### src/rtl/block_memory_arbiter_pkg.sv
// Shared types and constants for the block RAM port-A arbiter.
// Banks are 2048 words, so the bank index is the address above bit 11.
package block_memory_arbiter_pkg;

  localparam int BANK_WORDS = 2048;
  localparam int BANK_SHIFT = 11;
  localparam int ADDR_W     = 32;
  localparam int DATA_W     = 32;
  localparam int WE_W       = 4;

  typedef enum logic [1:0] {
    GRANT_NONE = 2'd0,
    GRANT_R0   = 2'd1,
    GRANT_R1   = 2'd2
  } grant_e;

  typedef struct packed {
    logic              valid;
    logic              error;
    logic [DATA_W-1:0] data;
  } rsp_t;

  function automatic logic addr_out_of_range(input logic [ADDR_W-1:0] addr,
                                             input int unsigned       blocks);
    return (addr >> BANK_SHIFT) >= blocks;
  endfunction

endpackage

### src/rtl/block_memory_arbiter_response.sv
// Registered response demux: remembers who was granted and whether the access
// was a write or an error, then steers the next-cycle RAM read data back.
module block_memory_arbiter_response
  import block_memory_arbiter_pkg::*;
(
  input  logic              clk,
  input  logic              reset,
  input  logic              xfer,
  input  logic              xfer_id,
  input  logic              xfer_error,
  input  logic              xfer_write,
  input  logic [DATA_W-1:0] mem_read_output,
  output rsp_t              r0_rsp,
  output rsp_t              r1_rsp
);

  logic pend_valid_q, pend_valid_d;
  logic pend_id_q,    pend_id_d;
  logic pend_error_q, pend_error_d;
  logic pend_write_q, pend_write_d;
  logic              live;
  logic [DATA_W-1:0] rsp_data;

  always_comb begin
    pend_valid_d = xfer;
    pend_id_d    = xfer ? xfer_id    : pend_id_q;
    pend_error_d = xfer ? xfer_error : 1'b0;
    pend_write_d = xfer ? xfer_write : 1'b0;
  end

  always_ff @(posedge clk) begin
    if (reset) begin
      pend_valid_q <= 1'b0;
      pend_id_q    <= 1'b0;
      pend_error_q <= 1'b0;
      pend_write_q <= 1'b0;
    end else begin
      pend_valid_q <= pend_valid_d;
      pend_id_q    <= pend_id_d;
      pend_error_q <= pend_error_d;
      pend_write_q <= pend_write_d;
    end
  end

  // A response still in flight when reset arrives is dropped, not delivered.
  always_comb begin
    live     = pend_valid_q && !reset;
    rsp_data = (live && !pend_error_q && !pend_write_q) ? mem_read_output : '0;
    r0_rsp   = '0;
    r1_rsp   = '0;
    if (live && !pend_id_q) begin
      r0_rsp.valid = 1'b1;
      r0_rsp.error = pend_error_q;
      r0_rsp.data  = rsp_data;
    end
    if (live && pend_id_q) begin
      r1_rsp.valid = 1'b1;
      r1_rsp.error = pend_error_q;
      r1_rsp.data  = rsp_data;
    end
  end

endmodule

### src/rtl/block_memory_arbiter.sv
// Two-requester arbiter for block RAM port A: requester 0 has priority, and a
// starvation counter forces a requester 1 grant after STARVE_LIMIT waits.
module block_memory_arbiter
  import block_memory_arbiter_pkg::*;
#(
  parameter int unsigned RAM_BLOCKS   = 4,
  parameter int unsigned STARVE_LIMIT = 8
) (
  input  logic              clk,
  input  logic              reset,
  input  logic              r0_valid,
  output logic              r0_ready,
  input  logic [ADDR_W-1:0] r0_address,
  input  logic [WE_W-1:0]   r0_write_enable,
  input  logic [DATA_W-1:0] r0_write_data,
  output logic              r0_rsp_valid,
  output logic              r0_rsp_error,
  output logic [DATA_W-1:0] r0_rsp_data,
  input  logic              r1_valid,
  output logic              r1_ready,
  input  logic [ADDR_W-1:0] r1_address,
  input  logic [WE_W-1:0]   r1_write_enable,
  input  logic [DATA_W-1:0] r1_write_data,
  output logic              r1_rsp_valid,
  output logic              r1_rsp_error,
  output logic [DATA_W-1:0] r1_rsp_data,
  output logic [ADDR_W-1:0] mem_address,
  output logic [WE_W-1:0]   mem_write_enable,
  output logic [DATA_W-1:0] mem_write_input,
  input  logic [DATA_W-1:0] mem_read_output
);

  localparam logic [7:0] STARVE_MAX = 8'(STARVE_LIMIT);

  logic [7:0]  starve_count_q, starve_count_d;
  logic        force1;
  grant_e      grant;
  logic        sel_oor;
  logic [WE_W-1:0] sel_we;
  rsp_t        r0_rsp, r1_rsp;

  // Grant is purely combinational so a request can be accepted the cycle it appears.
  always_comb begin
    force1 = (starve_count_q == STARVE_MAX);
    grant  = GRANT_NONE;
    if (!reset) begin
      if (r1_valid && (force1 || !r0_valid)) grant = GRANT_R1;
      else if (r0_valid)                     grant = GRANT_R0;
    end
    r0_ready = (grant == GRANT_R0);
    r1_ready = (grant == GRANT_R1);
  end

  always_comb begin
    mem_address     = (grant == GRANT_R1) ? r1_address      : r0_address;
    mem_write_input = (grant == GRANT_R1) ? r1_write_data   : r0_write_data;
    sel_we          = (grant == GRANT_R1) ? r1_write_enable : r0_write_enable;
    sel_oor         = addr_out_of_range(mem_address, RAM_BLOCKS);
    mem_write_enable = (grant != GRANT_NONE && !sel_oor) ? sel_we : '0;
  end

  always_comb begin
    starve_count_d = 8'd0;
    if (r1_valid && !r1_ready)
      starve_count_d = force1 ? starve_count_q : starve_count_q + 8'd1;
  end

  always_ff @(posedge clk) begin
    if (reset) starve_count_q <= 8'd0;
    else       starve_count_q <= starve_count_d;
  end

  block_memory_arbiter_response u_response (
    .clk             (clk),
    .reset           (reset),
    .xfer            (grant != GRANT_NONE),
    .xfer_id         (grant == GRANT_R1),
    .xfer_error      (sel_oor),
    .xfer_write      (sel_we != '0),
    .mem_read_output (mem_read_output),
    .r0_rsp          (r0_rsp),
    .r1_rsp          (r1_rsp)
  );

  always_comb begin
    r0_rsp_valid = r0_rsp.valid;
    r0_rsp_error = r0_rsp.error;
    r0_rsp_data  = r0_rsp.data;
    r1_rsp_valid = r1_rsp.valid;
    r1_rsp_error = r1_rsp.error;
    r1_rsp_data  = r1_rsp.data;
  end

endmodule

### config.mk
export PLATFORM = sky130hd
export DESIGN_NAME = block_memory_arbiter
export DESIGN_NICKNAME = d
export VERILOG_FILES = /design/src/rtl/block_memory_arbiter_pkg.sv /design/src/rtl/block_memory_arbiter_response.sv /design/src/rtl/block_memory_arbiter.sv
export SDC_FILE = /design/constraint.sdc
export NUM_CORES = 1
export LEC_CHECK = 0
export ABC_AREA = 1
export BUFFER_PORTS_ARGS = -buffer_cell sky130_fd_sc_hd__buf_4
export CORE_AREA = 2 2 120 122
export CTS_BUF_LIST = sky130_fd_sc_hd__clkbuf_4
export DETAILED_ROUTE_END_ITERATION = 12
export DIE_AREA = 0 0 122 124
export GPL_TIMING_DRIVEN = 0
export PLACE_DENSITY_LB_ADDON = 0.08
export SYNTH_ARGS = -nofsm -noshare
export SYNTH_HDL_FRONTEND = slang
export SYNTH_SLANG_ARGS = --single-unit
### constraint.sdc
create_clock -name clk -period 4.5 [get_ports clk]
set_input_delay 0.9 -clock clk [delete_from_list [all_inputs] [get_ports clk]]
set_output_delay 0.9 -clock clk [all_outputs]
set_load 0.1 [all_outputs]
==> results.tsv <==
metric	value	unit
outcome	complete, no violations	
syn_area_per_cell	4.72	sq um
wirelength, routed	12800	um
synth top area cells	sky130_fd_sc_hd__nand2_1, sky130_fd_sc_hd__nor2_1, sky130_fd_sc_hd__dfxtp_1, sky130_fd_sc_hd__inv_1, sky130_fd_sc_hd__nand3b_1	
crit path capture type	output port	
# Max-Cap Violations	0	
first-pass GRT wire length	17200	um
Max VDD drop	0.0725	mV
worst slew margin relative to its limit	67.6	%
count of final max-slew check failures	0	
Cell Area, Synth	2070	sq um
sequential area share after synthesis	11.6	%
count of endpoints failing setup in the final report	0	
Setup CP Type	in2out	
Clock Skew	2.23	ps
number of sinks handled by clock tree synthesis	12	
area enclosed by the die boundary	15100	sq um
CTS Buffer Depth	2	
Global Route Usage Sum	14.5	%
post-detailed-route count of antenna-violating nets	0	
Max Clk Rate	0.270	GHz
setup fix buffers added after clock tree synthesis	0	
count of hold-fix buffers inserted at cts	0	
RSZ-0062 raised after global routing	false	
largest area contributor in the netlist	sky130_fd_sc_hd__nand2_1	
DR DRC count	0	
Util after Layout	33.9	%
# IOs	310	
DRC marker count from the first detailed-route iteration	177	
Antenna Diode Count	0	
clock root buffer master	sky130_fd_sc_hd__clkbuf_4	
Leak	2.75	nW
number of vias per cell	3.98	
Core Rows	43	
global placer's final weighted congestion	0.801	
time the worst path needs with I/O delays and setup	3710	ps
count of H-tree levels built during CTS	1	
average routed wire per standard cell	13.7	um
post-synthesis instance total	438	
gr ovfl total	0	
leading cell type in the layout, fill and taps excluded	sky130_fd_sc_hd__buf_4	
synthesis-stage register bit count	12	
WP data arrival	2810	ps
CP startpoint kind	primary input	
Inserted Clock Buffers	3	
count of endpoints failing hold in the final timing report	0	
Clock Latency Late Sink	270	ps
Hold Crit Class	reg2reg	
Starting Density	15.1	%
CP Data Required Time	3600	ps
post-route setup TNS	0	ps
most frequent cells in the layout	sky130_fd_sc_hd__buf_4, sky130_fd_sc_hd__nand2_1, sky130_fd_sc_hd__nor2_1	
worst hold margin	457	ps
post-synth top area share	39.7	%
clock tree from TritonCTS	done	
synthesis warning total	0	
share of post-route cells with drive strength above 1	45.7	%
Via Count	3709	
Layout Nets	926	
Power Dens Cells	193	nW/um^2
CTS resizes	0	
DP Wirelength	11100	um
Placeable Area	13700	sq um
Die X-Extent	122	um
number of nets in the synthesized netlist	612	
post-synthesis cell type count	30	
critical path fanouts, max	10	
number of I/O port buffers	309	
measured slew at the worst slew-check pin	482	ps
die height	124	um
pin count of the biggest net entering global routing	11	
clock slew at the register clock pins of the worst setup and hold paths	80	ps
Power, Total	0.899	mW
vias in the first global route	3289	
number of iterations in the first detailed-routing pass	4	
area added between synthesis and finish	124	%
share of the cycle needed by the critical path after routing	82.5	%
number of antenna violations at the first check in global routing	0	
==> where the power goes <==
group / leakage (nW) / internal [mW] / switching, mW
registers: 0.0979 / 0.109 / 0.00129
clock network: 0.0154 / 0.0320 / 0.0355
logic: 2.64 / 0.198 / 0.522
total: 2.75 / 0.339 / 0.559
==> logic make-up (layout without fill, tap and decap cells) <==
| family | Yosys count | after routing | synth area share (%) |
|---|---|---|---|
| AOI/OAI and AO/OA | 14 | 14 | 4.96 |
| xor gates and xnor gates | 2 | 2 | 0.847 |
| adders and majority gates | 2 | 2 | 1.21 |
| buffers and inverters | 67 | 380 | 14.4 |
| DFF | 12 | 12 | 11.6 |
| muxes | 1 | 1 | 0.484 |
| and+or+nand+nor | 340 | 340 | 66.5 |
==> worst paths after layout <==
kind,from,to,slack [ps],depth (start not counted)
max,reset,mem_write_enable[3],790,12
min,starve_count_q[0]$_SDFFE_PP0N_,starve_count_q[0]$_SDFFE_PP0N_,460,1
max reg2reg,starve_count_q[0]$_SDFFE_PP0N_,u_response.pend_write_q$_SDFF_PP0_,2480,10
min reg2reg,starve_count_q[0]$_SDFFE_PP0N_,starve_count_q[0]$_SDFFE_PP0N_,460,1
==> Yosys cell counts, drive strengths merged <==
library cell  number
clkbuf             9
ha                 2
nor2              86
xnor2              2
o21bai             1
nand3             12
nor3b              3
nor3               8
nand3b             7
o21ai              7
dfxtp             12
buf               16
clkinv             1
or2                2
nand2            222
a21oi              5
inv               41
a41oi              1
mux2i              1
==> per-layer routing <==
metal	global-route usage (%)	vias to the layer above	wire (um)
met1	16.1	1618	4730
met2	28.6	150	6790
li1	-	1935	-
met5	0	-	0
met3	3.75	6	1130
met4	1.51	0	102
==> flip-flops by register name (all words and copies together) (netlist names) <==
| signal | cells |
|---|---|
| starve_count_q | 8 |
| u_response.pend_error_q | 1 |
| u_response.pend_valid_q | 1 |
| u_response.pend_write_q | 1 |
| u_response.pend_id_q | 1 |
==> cell type report <==
cell class,count,area (sq um)
Buffer,25,140
Clock buffer,3,22.5
Clock inverter,1,3.75
Fill cell,1550,9070
Inverter,42,158
Multi-Input combinational cell,359,1540
Sequential cell,12,240
Tap cell,180,225
Timing Repair Buffer,309,2320
==> critical path: stages <==
cell                       delay (ps)
sky130_fd_sc_hd__buf_4            130
sky130_fd_sc_hd__nor2_2           300
sky130_fd_sc_hd__buf_2            300
sky130_fd_sc_hd__nand3b_1         100
sky130_fd_sc_hd__nand2_1           90
sky130_fd_sc_hd__nand2_1           70
sky130_fd_sc_hd__nor2_1            90
sky130_fd_sc_hd__nand2_1           70
sky130_fd_sc_hd__nor2_2           140
sky130_fd_sc_hd__nand3_2          120
sky130_fd_sc_hd__nor2_1           160
sky130_fd_sc_hd__buf_4            320
==> metrics by stage <==
| step | worst slack, ps | area, sq um | std cells |
|---|---|---|---|
| after global placement | 727 | 4620 | 927 |
| after detailed placement | 748 | 4620 | 927 |
| after global routing | 556 | 4640 | 931 |
| after floorplan | -216 | 2070 | 438 |
| final | 790 | 4640 | 931 |
| after CTS | 742 | 4640 | 931 |
Power figures use the tool's default switching activity.
